<file path="src/rtl/round_robin_fifo_dispatcher.sv">
// Four-way round-robin dispatcher: one write stream fanned into four FIFOs,
// each drained by its own read enable with registered data and valid.
module round_robin_fifo_dispatcher #(
  parameter int WIDTH = 8,
  parameter int DEPTH = 8
) (
  input  logic             clk,
  input  logic             rst_n,
  input  logic [WIDTH-1:0] din,
  input  logic             wen,
  input  logic [3:0]       ren,
  output logic [WIDTH-1:0] a,
  output logic [WIDTH-1:0] b,
  output logic [WIDTH-1:0] c,
  output logic [WIDTH-1:0] d,
  output logic [3:0]       valid,
  output logic             ready,
  output logic             error
);

  localparam int PW = $clog2(DEPTH);
  localparam int CW = PW + 1;

  logic [WIDTH-1:0] r_mem [4][DEPTH];
  logic [PW-1:0]    r_rd  [4];
  logic [PW-1:0]    r_wr  [4];
  logic [CW-1:0]    r_cnt [4];
  logic [WIDTH-1:0] r_q   [4];
  logic [1:0]       r_rr;
  logic [3:0]       r_valid;
  logic             r_err;

  logic [3:0]       w_full;
  logic [3:0]       w_empty;
  logic [3:0]       w_wr;
  logic [3:0]       w_rd;
  logic [1:0]       w_tgt;
  logic             w_hit;

  always_comb begin
    for (int i = 0; i < 4; i++) begin
      w_full[i]  = (r_cnt[i] == CW'(DEPTH));
      w_empty[i] = (r_cnt[i] == '0);
    end
  end

  // Scan downward so the nearest non-full FIFO past r_rr wins.
  always_comb begin
    logic [1:0] v_idx;
    w_tgt = r_rr;
    w_hit = 1'b0;
    v_idx = '0;
    for (int k = 3; k >= 0; k--) begin
      v_idx = r_rr + 2'(k);
      if (!w_full[v_idx]) begin
        w_hit = 1'b1;
        w_tgt = v_idx;
      end
    end
  end

  always_comb begin
    w_wr = '0;
    if (wen && w_hit)
      w_wr[w_tgt] = 1'b1;
    w_rd = ren & ~w_empty;
  end

  assign ready = w_hit;

  always_ff @(posedge clk) begin
    if (!rst_n) begin
      for (int i = 0; i < 4; i++) begin
        r_rd[i]  <= '0;
        r_wr[i]  <= '0;
        r_cnt[i] <= '0;
        r_q[i]   <= '0;
      end
      r_rr    <= '0;
      r_valid <= '0;
      r_err   <= 1'b0;
    end else begin
      for (int i = 0; i < 4; i++) begin
        if (w_wr[i])
          r_wr[i] <= r_wr[i] + PW'(1);
        if (w_rd[i])
          r_rd[i] <= r_rd[i] + PW'(1);
        r_cnt[i] <= r_cnt[i] + CW'(w_wr[i]) - CW'(w_rd[i]);
        r_q[i]   <= w_rd[i] ? r_mem[i][r_rd[i]] : '0;
      end
      r_valid <= w_rd;
      r_err   <= wen & ~w_hit;
      if (wen && w_hit)
        r_rr <= w_tgt + 2'd1;
    end
  end

  always_ff @(posedge clk) begin
    for (int i = 0; i < 4; i++) begin
      if (rst_n && w_wr[i])
        r_mem[i][r_wr[i]] <= din;
    end
  end

  assign a     = r_q[0];
  assign b     = r_q[1];
  assign c     = r_q[2];
  assign d     = r_q[3];
  assign valid = r_valid;
  assign error = r_err;

endmodule

</file>
<file path="config.mk">
export PLATFORM = sky130hd
export DESIGN_NAME = round_robin_fifo_dispatcher
export DESIGN_NICKNAME = d
export VERILOG_FILES = /design/src/rtl/round_robin_fifo_dispatcher.sv
export SDC_FILE = /design/constraint.sdc
export NUM_CORES = 1
export LEC_CHECK = 0
export ABC_AREA = 1
export CAP_MARGIN = 10
export CORE_AREA = 2 2 157 159
export DETAILED_ROUTE_END_ITERATION = 12
export DIE_AREA = 0 0 159 161
export PLACE_DENSITY = 0.76
export SLEW_MARGIN = 15
export SYNTH_ARGS = -nofsm -noshare
export SYNTH_HDL_FRONTEND = slang
export SYNTH_SLANG_ARGS = --single-unit
</file>
<file path="constraint.sdc">
create_clock -name clk -period 4.45 [get_ports clk]
set_clock_uncertainty 0.05 [all_clocks]
set_input_delay 0.89 -clock clk [delete_from_list [all_inputs] [get_ports clk]]
set_output_delay 0.89 -clock clk [all_outputs]
set_load 0.05 [all_outputs]
</file>
# Yosys cells after proc, flatten, opt, wreduce, memory -nomap -nowiden
# Memory sizes are Yosys's and may differ from the RTL's.
# Cells that the tools add are included.
[totals]
wordCells = 197
ramBits = 328
n_memories = 5
out_inout_bits = 38
regBits = 7
[mem_list]
columns = ["memory", "depth", "width", "read_ports", "rd_clocked_by_memory_dff", "wr", "line_no", "rtl"]
rows = [
  ["r_mem", 4, 64, 4, 0, 1, "24", "logic [WIDTH-1:0] r_mem [4][DEPTH];"],
  ["r_q", 4, 8, 4, 0, 4, "28", "logic [WIDTH-1:0] r_q [4];"],
  ["r_cnt", 4, 4, 4, 0, 4, "27", "logic [CW-1:0] r_cnt [4];"],
  ["r_rd", 4, 3, 4, 0, 4, "25", "logic [PW-1:0] r_rd [4];"],
  ["r_wr", 4, 3, 4, 0, 4, "26", "logic [PW-1:0] r_wr [4];"],
]
[op_classes]
bitwise = 28
reduce_logical = 17
addsub = 20
mux = 102
eq_ne = 4
magnitude_cmp = 18
[ops]
columns = ["op", "n"]
rows = [
  ["$mux 64", 10],
  ["$reduce_or 64->1", 3],
  ["$mux 8", 20],
  ["$bmux 8 s3", 4],
  ["$demux 8 s3", 4],
  ["$mux 1", 39],
  ["$ge 4x4->1 const B", 8],
  ["$not 3->4", 8],
  ["$add 3x1->3 const B", 8],
  ["$mux 3", 8],
  ["$mux 4", 5],
  ["$add 4x1->4", 4],
  ["$eq 4x4->1 const B", 4],
  ["$logic_not 4->1", 4],
  ["$lt 4x1->1 const B", 4],
  ["$or 1x1->1", 16],
  ["$sub 4x1->4", 4],
  ["$lt 2x3->1 const B", 5],
  ["$mux 2", 7],
  ["$logic_and 1x1->1", 10],
  ["$bmux 1 s2", 4],
  ["$add 2x1->2 const B", 2],
  ["$add 2x2->2 const B", 2],
  ["$and 4x4->4", 1],
  ["other kinds (5)", 5],
]

# Logic depth before layout (Yosys ltp)
# Gate-level depths: netlist of the first run.
[depth]
depth_word = 19
ltp_mapped = 21
depth_no_buf = 21

# Worst setup path before layout of the first run
# OpenSTA, ideal clock, no wires.
[synth_path]
path_type = "register to register"
start = "memory r_cnt[1][2] in the netlist's numbering"
end = "memory r_mem[2][16] in the netlist's numbering (enable)"
path_stages_with_launch = 16
arrival_ps = 2224
path_slack_ps = 1792
setup_ps = 383
synth_period_minus_slack_ps = 2658
path_cell_list = "dfxtp_1 -> inv_1 -> ha_1 -> nand3_1 -> nand3_1 -> nand2_1 -> inv_1 -> nand2_1 -> nand2_1 -> nand2_1 -> nand2_1 -> nand2_1 -> ha_1 -> nand4_1 -> buf_2 -> nor3_1"
[synth_rtl]
columns = ["element", "line_no"]
rows = [
  ["from (decl)", "27"],
  ["to (decl)", "24"],
]

# Worst setup path in the final report of the first run
[layout_path]
start = "register r_rr[0]"
end = "output port ready"
[layout_between]
elab_chain_cells = 7
word_cells_on_any_way = 15
cone_classes = "add/sub (3); mux (12)"
[layout_lines]
columns = ["element", "line_no", "rtl"]
rows = [
  ["from (decl)", "29", "logic [1:0] r_rr;"],
  ["from (signal assigned)", "94", "r_rr <= w_tgt + 2'd1;"],
  ["$add 2x2->2", "54", "v_idx = r_rr + 2'(k);"],
  ["$bmux 1 s2", "55", "if (!w_full[v_idx]) begin"],
  ["$mux 1 (not written as such)", "55", ""],
  ["$mux 1 (3 in a row)", "55", ""],
  ["$mux 1 *", "55", ""],
  ["to (decl)", "17", "output logic ready,"],
]
# Every way passes the cells marked *; elsewhere a longest branch is shown, timed or not. The select of a mux whose other input is x is not followed.

==> key figures, run 1 <==
Placement
  • Buffers on Ports: 52
  • Placed cells: 1484
  • Placer Congestion: 0.821
  • Detail Placement HPWL: 16.5 mm
  • Post-DP Area: 14500 sq um
  • DP Worst Slack: 1.30 ns

Pwr
  • Sw Pwr: 2880 uW
  • Combinational group share of total power: 25.6%
  • Seq pwr share: 43.4%
  • Sw frac: 32.2%
  • Int Power: 6070 uW
  • PD cells: 574 nW/um^2
  • Clock power frac: 31.0%
  • Maximum VDD drop: 297 uV
  • Leak pwr: 0.00552 uW

Yosys
  • Ys async rst share: 0%
  • Post-synth top flop: edfxtp_1
  • Top cells by area, synth: edfxtp_1 (62%), dfxtp_1 (8.1%), nor2_1 (6.4%)
  • Number of synthesized flops with an enable pin: 280
  • Syn. warnings: 0
  • Mapped Area: 13700 sq um
  • Post-synthesis average cell area: 12.0 sq um
  • Yosys reg bits: 335
  • Seq/Total Area, Yosys: 69.6%
  • Post-synth top area share: 61.5%
  • Syn_nets: 1196
  • Area leader, netlist: edfxtp_1
  • Cells after synthesis: 1141
  • Count of different cell masters after synthesis: 32

Route
  • Routed wl met2: 13.6 mm
  • Antenna viol nets, final: 0
  • DR WL/cell: 17.9 um
  • Routed length on met1: 11.7 mm
  • Vias per cell: 5.60
  • Via count of the routed design: 8654
  • Met3 WL: 1.84 mm
  • Number of iterations in the first detailed-routing pass: 5
  • Wirelength, routed: 27.7 mm
  • Detailed Route Iter0 Violations: 773
  • DR DRC count: 0
  • Max layer used: met4

Worst setup path
  • Setup crit end kind: output pin
  • Critical Path RT: 3.51 ns
  • Critical Path AT: 2.60 ns
  • Crit Reg-Reg Startpoint: r_rr[0]
  • Reg2reg path depth: 14
  • CP max FO: 8
  • Reg2reg setup slack: 1.29 ns
  • Worst setup path class: reg -> out
  • Critical R2R Capture: r_mem[2][17]
  • Startpoint types: register

Floorplanning
  • Die area: 25600 sq um
  • Starting density of the core: 57.0%
  • Core area: 24000 sq um
  • Die Ht: 161 um
  • I/O pin count: 53
  • Chip width: 159 um
  • Row cnt: 57

Global routing
  • Initial antenna violation count: 0
  • Vias in the first global route: 8499
  • Grt total ovfl: 0
  • Largest net degree at the start of global routing: 36
  • Global-route usage over all layers: 21.8%
  • Global-route wire length before repair: 44.1 mm

CTS
  • CTS Buf Count: 34
  • Clk slew on worst S/H paths: 0.06 ns
  • Hold buffers post-CTS: 0
  • Post-cts resize count: 0
  • Root Buffer: clkbuf_16
  • Clock latency on the worst-skew pair: 0.51 ns
  • Clock buffer depth: 3
  • Sink Count: 335
  • Postcts setup bufs: 0
  • H-tree Lvls: 2
  • CTS tree: done

Timing
  • Final TNS setup: 0 ns
  • FMAX: 0.283 GHz
  • Final setup violation count: 0
  • Setup ws final: 0.911 ns
  • Worst Max-Slew Pin Slew: 0.997 ns
  • Hold Fails Final Rpt: 0
  • Slew HR: 33.0%
  • Min Tclk post-route: 3.54 ns
  • Fin. max-slew vios: 0
  • RSZ-0062 raised after global routing: false
  • Hold WS: 0.507 ns
  • Tcrit/Tclk final: 79.5%

Run
  • MaxCap Viol Count: 0

Worst hold path
  • Hold path depth: 2
  • Min-delay worst type: reg -> reg
  • Hold Path Origin: r_mem[3][52]
  • Hold EP: r_q[3][4]

Run status
  • Outcome: complete, no violations

Finish
  • Fin nets: 1251
  • Final cell count without fillers: 1545
  • Layout cell share with drive strength beyond 1: 9.75%
  • Ant. Diodes: 0
  • Area Growth Syn to Fin: 14.1%
  • Filler cells: 1746
  • Final instance area: 15600 sq um
how the worst max path moves through the flow:
stage / from / to / slack [ns]
floorplan: r_cnt[1][2] / r_mem[2][16] / 1.79
global placement: r_rr[0] / r_mem[2][16] / 1.39
detailed placement: r_rr[0] / r_mem[2][18] / 1.30
CTS: r_rr[0] / ready / 0.88
global route: r_rr[0] / ready / 0.81
finish: r_rr[0] / ready / 0.91
metrics by stage:
| stage | utilization, % | total power, uW |
|---|---|---|
| after floorplan | - | 5590 |
| after global placement | 60.5 | 6130 |
| after detailed placement | 60.5 | 6210 |
| after CTS | 65.1 | 8980 |
| after global routing | 65.1 | 9430 |
| final | 65.1 | 8950 |
area by class of cell:
cell class / count / area [sq um] / area share (%)
Sequential cell: 335 / 9510 / 61.0
Multi-Input combinational cell: 665 / 3590 / 23.0
Clock buffer: 50 / 1010 / 6.50
Timing Repair Buffer: 72 / 671 / 4.30
Tap cell: 324 / 405 / 2.60
Inverter: 88 / 333 / 2.13
Clock inverter: 11 / 77.6 / 0.497
kinds of logic after synthesis:
kind of cell               Yosys count  synth area share [%]
xor gates and xnor gates            13                  1.03
DFF                                335                  69.6
buffers and inverters              141                  4.18
AOI/OAI and AO/OA                  244                  9.57
adders and majority gates           40                  3.88
and+or+nand+nor                    368                  11.8
cells in the mapped netlist, drive strengths merged (3+ instances only):
cell	instances
xor2	3
a31oi	32
xnor2	10
nand3	38
nor3	8
inv	88
nor2	270
fa	4
o22ai	32
ha	36
edfxtp	280
dfxtp	55
nand2	51
a21oi	8
clkbuf	47
o21ai	169
buf	6
worst max-delay path, stage by stage, from the launching register on:
cell	delay, ns
dfxtp_1	0.63
inv_4	0.10
nand3_1	0.13
nand3_1	0.09
nand2_1	0.13
nor2_2	0.07
nand2_4	0.11
clkdlybuf4s50_1	0.82
layer usage:
metal  vias to the layer above  track usage, %
met4                         0            6.36
met3                        53            3.83
li1                       4110               -
met2                       325            37.0
met1                      4166            29.2
met5                         -               0
layout by cell type (no fill, tap or decap), drive strengths merged, types with 2 or more instances in the layout:
| cell type | n |
|---|---|
| o22ai | 32 |
| edfxtp | 280 |
| buf | 20 |
| clkinv | 10 |
| xnor2 | 10 |
| clkbuf | 50 |
| a31oi | 32 |
| inv | 88 |
| o21ai | 169 |
| clkdlybuf4s50 | 52 |
| nor2 | 270 |
| a21oi | 8 |
| nand3 | 38 |
| ha | 36 |
| nand2 | 51 |
| dfxtp | 55 |
| nor3 | 8 |
| a211oi | 2 |
| fa | 4 |
| xor2 | 3 |
power groups by stage:
stage,clock (uW),combinational [uW],sequential [uW]
6_report,2770,2290,3880
5_1_grt,2920,2590,3910
4_1_cts,2800,2300,3880
3_5_place_dp,0,2260,3940
3_3_place_gp,0,2200,3930
2_1_floorplan,0,1510,4080
registers in the layout (all words and copies together) (netlist names):
name,cells
error,1
r_cnt,16
r_mem,256
r_q,32
r_rd,12
r_rr,2
r_wr,12
valid,4
No activity file was read; power rests on OpenSTA's default activity.
==> inputs of run 2 (changes only) <==
--- a/config.mk
+++ b/config.mk
@@ -7,10 +7,10 @@
 export LEC_CHECK = 0
 export ABC_AREA = 1
 export CAP_MARGIN = 10
-export CORE_AREA = 2 2 157 159
+export CORE_AREA = 2 2 161 163
 export DETAILED_ROUTE_END_ITERATION = 12
-export DIE_AREA = 0 0 159 161
-export PLACE_DENSITY = 0.76
+export DIE_AREA = 0 0 163 165
+export PLACE_DENSITY = 0.75
 export SLEW_MARGIN = 15
 export SYNTH_ARGS = -nofsm -noshare
 export SYNTH_HDL_FRONTEND = slang
==> constraint.sdc (replaced) <==
create_clock -name clk -period 3.2 [get_ports clk]
set_clock_uncertainty 0.05 [all_clocks]
set_input_delay 0.64 -clock clk [delete_from_list [all_inputs] [get_ports clk]]
set_output_delay 0.64 -clock clk [all_outputs]
set_load 0.05 [all_outputs]
==> key figures, run 2 (synthesis gave the netlist of run 1 again) <==
Timing
  • Hold WS: 0.520 ns
  • Slew HR: 42.2%
  • Tcrit/Tclk final: 93.6%
  • FMAX: 0.334 GHz
  • Hold Fails Final Rpt: 0
  • Fin. max-slew vios: 0
  • Min Tclk post-route: 2.99 ns
  • Worst Max-Slew Pin Slew: 0.866 ns
  • Final setup violation count: 0
  • Final TNS setup: 0 ns
  • RSZ-0062 raised after global routing: false

Floorplanning
  • I/O pin count: 53
  • Core area: 25000 sq um
  • Starting density of the core: 54.6%
  • Chip width: 163 um
  • Die Ht: 165 um
  • Die area: 26900 sq um
  • Row cnt: 58

Route
  • Wirelength, routed: 27.7 mm
  • Vias per cell: 5.56
  • Via count of the routed design: 8661
  • Detailed Route Iter0 Violations: 861
  • Number of iterations in the first detailed-routing pass: 6
  • DR DRC count: 0
  • DR WL/cell: 17.8 um
  • Antenna viol nets, final: 0

CTS
  • Hold buffers post-CTS: 0
  • H-tree Lvls: 2
  • Clock latency on the worst-skew pair: 0.51 ns
  • Postcts setup bufs: 0
  • Sink Count: 335
  • Post-cts resize count: 1
  • Clk slew on worst S/H paths: 0.06 ns
  • CTS tree: done
  • Clock buffer depth: 3
  • Root Buffer: clkbuf_16
  • CTS Buf Count: 34

Global routing
  • Global-route wire length before repair: 43.6 mm
  • Largest net degree at the start of global routing: 35
  • Grt total ovfl: 0
  • Global-route usage over all layers: 21.0%
  • Initial antenna violation count: 0
  • Vias in the first global route: 8217

Placement
  • Placed cells: 1498
  • Post-DP Area: 14600 sq um
  • Placer Congestion: 0.881
  • Detail Placement HPWL: 16.6 mm
  • Buffers on Ports: 52

Worst setup path
  • Startpoint types: register
  • CP max FO: 11
  • Critical Path RT: 3.30 ns
  • Worst setup path class: reg -> reg
  • Critical Path AT: 3.10 ns
  • Setup crit end kind: register

Pwr
  • Sw Pwr: 3990 uW
  • Leak pwr: 0.00553 uW
  • PD cells: 786 nW/um^2
  • Seq pwr share: 43.6%
  • Maximum VDD drop: 378 uV
  • Clock power frac: 30.1%
  • Combinational group share of total power: 26.3%
  • Int Power: 8280 uW
  • Total power: 12300 uW
  • Sw frac: 32.5%

Finish
  • Commonest non-fill, non-tap cell in the layout: edfxtp_1
  • Filler cells: 1908
  • Ant. Diodes: 0
  • Area Growth Syn to Fin: 14.2%
  • Layout cell share with drive strength beyond 1: 10.4%
  • Final instance area: 15600 sq um
  • Fin nets: 1259
  • Final cell count without fillers: 1559
  • Largest register FFs: 256
  • Most frequent cells in the layout: edfxtp_1 (280), nor2_1 (232), o21ai_0 (169), inv_1 (87), dfxtp_1 (54)

Run status
  • Outcome: complete, no violations

Run
  • MaxCap Viol Count: 0

Worst hold path
  • Min-delay worst type: reg -> reg
run 2: cell count changes in the layout (fill, tap and decap cells not counted), moves of 2 or more:
cell,change
clkbuf_1,-2
clkbuf_16,-2
buf_4,+8
clkinv_1,+2
run 2: power by group through the flow:
stage | Sequential (uW) | Combinational (uW) | Clock (uW)
2_1_floorplan | 5670 | 2100 | 0
3_3_place_gp | 5430 | 3130 | 0
3_5_place_dp | 5440 | 3180 | 0
4_1_cts | 5350 | 3230 | 3750
5_1_grt | 5390 | 3630 | 3920
6_report | 5350 | 3220 | 3700
run 2: metrics by stage:
step           utilization, %  worst slack (ns)
6_report                 62.4             0.205
5_1_grt                  62.4           0.00932
4_1_cts                  62.4             0.161
3_5_place_dp             58.2             0.191
3_3_place_gp             58.2             0.257
2_1_floorplan               -             0.542
run 2: routing by layer:
metal,vias up,GRT usage (%),wire (um)
li1,4120,-,-
met1,4150,29.1,12000
met2,337,34.4,13200
met3,54,3.67,1910
met4,0,6.23,563
met5,-,0,0
run 2: critical path: stages, from the launching register on:
cell	delay [ns]
dfxtp_1	0.35
nor2_1	0.27
nand3_1	0.18
nand3_1	0.14
nand2_1	0.09
inv_1	0.06
nand2_1	0.04
nand2_1	0.07
nand2_1	0.05
nand2_1	0.07
nand2_1	0.11
inv_1	0.10
ha_1	0.19
inv_1	0.09
nor2_4	0.13
nand2_2	0.21
nor2_2	0.44
run 2: final timing paths:
kind / start / endpoint / slack (ns) / cells after the start
worst max-delay path: r_cnt[1][1] / r_mem[1][61] / 0.21 / 16
worst min-delay path: r_mem[0][51] / r_q[0][3] / 0.52 / 2
worst max register to register: r_cnt[1][1] / r_mem[1][61] / 0.21 / 16
worst min register to register: r_mem[0][51] / r_q[0][3] / 0.52 / 2
run 2: area by class of cell:
class | instances | area [sq um] | area share, %
Clock inverter | 14 | 67.6 | 0.433
Sequential cell | 335 | 9510 | 60.9
Multi-Input combinational cell | 665 | 3590 | 23.0
Timing Repair Buffer | 80 | 729 | 4.67
Inverter | 88 | 333 | 2.13
Clock buffer | 47 | 971 | 6.22
Tap cell | 330 | 413 | 2.64
==> inputs of run 3 (changes only) <==
--- a/config.mk
+++ b/config.mk
@@ -7,9 +7,10 @@
 export LEC_CHECK = 0
 export ABC_AREA = 1
 export CAP_MARGIN = 10
-export CORE_AREA = 2 2 161 163
+export CORE_AREA = 2 2 158 160
 export DETAILED_ROUTE_END_ITERATION = 12
-export DIE_AREA = 0 0 163 165
+export DIE_AREA = 0 0 160 162
+export DONT_BUFFER_PORTS = 1
 export PLACE_DENSITY = 0.75
 export SLEW_MARGIN = 15
 export SYNTH_ARGS = -nofsm -noshare
==> key figures, run 3 (synthesis gave the netlist of run 1 again) <==
CTS
  • Root Buffer: clkbuf_16
  • Clock buffer depth: 3
  • Sink Count: 335
  • Hold buffers post-CTS: 0
  • Clock latency on the worst-skew pair: 0.51 ns
  • Clk slew on worst S/H paths: 0.06 ns
  • H-tree Lvls: 2
  • CTS Buf Count: 34
  • CTS tree: done
  • Postcts setup bufs: 0

Timing
  • Setup ws final: 0.249 ns
  • Min Tclk post-route: 2.95 ns
  • Worst Max-Slew Pin Slew: 0.890 ns
  • Final TNS setup: 0 ns
  • Hold Fails Final Rpt: 0
  • Final setup violation count: 0
  • FMAX: 0.339 GHz
  • Tcrit/Tclk final: 92.2%
  • Fin. max-slew vios: 0
  • Slew HR: 40.6%
  • RSZ-0062 raised after global routing: true

Route
  • Antenna viol nets, final: 0
  • Via count of the routed design: 8454
  • Vias per cell: 5.67
  • DR WL/cell: 18.7 um
  • DR DRC count: 0
  • Number of iterations in the first detailed-routing pass: 5
  • Wirelength, routed: 27.9 mm
  • Detailed Route Iter0 Violations: 911

Worst setup path
  • Crit Reg-Reg Startpoint: r_rr[0]
  • Critical Path RT: 3.30 ns
  • Critical R2R Capture: r_mem[1][61]
  • Worst setup path class: reg -> reg
  • CP max FO: 11
  • Startpoint types: register
  • Critical Path AT: 3.05 ns
  • Reg2reg path depth: 15
  • Reg2reg setup slack: 0.25 ns
  • Setup crit end kind: register

Finish
  • Final Util: 63.0%
  • Commonest non-fill, non-tap cell in the layout: edfxtp_1
  • Most frequent cells in the layout: edfxtp_1 (280), nor2_1 (232), o21ai_0 (169), inv_1 (87), dfxtp_1 (55)
  • Layout cell share with drive strength beyond 1: 10.5%
  • Final instance area: 15200 sq um
  • Largest register FFs: 256
  • Fin nets: 1196
  • Ant. Diodes: 0
  • Final cell count without fillers: 1491
  • Area Growth Syn to Fin: 11.0%

Global routing
  • Global-route usage over all layers: 21.7%
  • Initial antenna violation count: 0
  • Grt total ovfl: 0
  • GRT busiest layer: met2
  • Vias in the first global route: 8219
  • GRT met2 Usage: 35.2%
  • GR Util met3: 3.50%
  • Global-route wire length before repair: 44.2 mm
  • Largest net degree at the start of global routing: 36
  • Met1 Use GR: 30.3%

Floorplanning
  • Core area: 24100 sq um
  • I/O pin count: 53
  • Row cnt: 57
  • Die area: 25900 sq um
  • Chip width: 160 um
  • Starting density of the core: 56.7%
  • Die Ht: 162 um

Run status
  • Outcome: complete, no violations

Placement
  • Buffers on Ports: 0
  • Post-DP Area: 14000 sq um
  • DP Worst Slack: 0.269 ns
  • Placer Congestion: 0.831
  • Detail Placement HPWL: 16.8 mm
  • Placed cells: 1429

Run
  • MaxCap Viol Count: 0

Pwr
  • Leak pwr: 0.00537 uW
  • PD cells: 824 nW/um^2
  • Maximum VDD drop: 361 uV

Worst hold path
  • Hold EP: r_mem[3][31]
  • Min-delay worst type: in -> reg
  • Hold Path Origin: din[7]
  • Hold path depth: 0
==> run 3: cell count changes in the layout (fill, tap and decap cells not counted), moves of 2 or more <==
cell / delta
bufinv_16: +5
clkbuf_1: -3
buf_4: -11
clkbuf_16: +2
clkdlybuf4s50_1: -51
clkinv_1: -3
==> run 3: area by class of cell <==
type                    instances  area, sq um
flip-flops and latches        335         9510
clock buffers                  45          996
clock inverters                17          214
repair buffers                 17          128
well taps                     324          405
inverters                      88          333
multi-input cells             665         3590
fillers                      1804         8930
==> run 3: timing repair <==
item / 4_1_cts / 5_1_grt
endpoints found under the setup margin: 0 / 39
hold endpoints to repair: 0 / 0
resized for setup: 0 / 1
==> run 3: worst max-delay path by stage <==
stage / start / to / slack (ns) / depth (start not counted)
2_1_floorplan: r_cnt[1][2] / r_mem[2][16] / 0.54 / 15
3_3_place_gp: r_rr[0] / r_mem[1][61] / 0.35 / 15
3_5_place_dp: r_rr[0] / r_mem[3][15] / 0.27 / 15
4_1_cts: r_rr[0] / r_mem[1][56] / 0.26 / 15
5_1_grt: r_rr[0] / r_mem[1][26] / -0.04 / 15
6_report: r_rr[0] / r_mem[1][61] / 0.25 / 15
==> run 3: worst max-delay path, cell delays in order, from the launching register on <==
cell	delay (ns)
dfxtp_1	0.63
inv_4	0.10
nand3_1	0.13
nand3_1	0.10
nand2_1	0.13
inv_1	0.05
nand2_1	0.06
nand2_1	0.07
nand3_1	0.09
nand2_1	0.10
inv_1	0.09
ha_1	0.14
inv_1	0.07
nor2_4	0.12
nand2_2	0.21
nor2_2	0.44
==> run 3: metrics by stage <==
step                hold WS, ns  total power, uW
finish                    0.177            12500
global route              0.156            13200
CTS                       0.160            12600
detailed placement        0.506             8380
global placement          0.497             8280
floorplan                 0.477             7770
==> run 3: report_power, final <==
group	leakage (uW)	switching (uW)	total, uW	internal [uW]
logic	0.00177	1730	2610	877
registers	0.00301	595	5710	5110
clock network	0.000590	1600	4200	2600
total	0.00537	3920	12500	8590
==> run 3: routing by layer <==
metal	vias to the layer above	share of wire, %
met5	-	0
met4	0	2.0
met3	41	7.4
met2	343	48
met1	4067	43
li1	4003	-
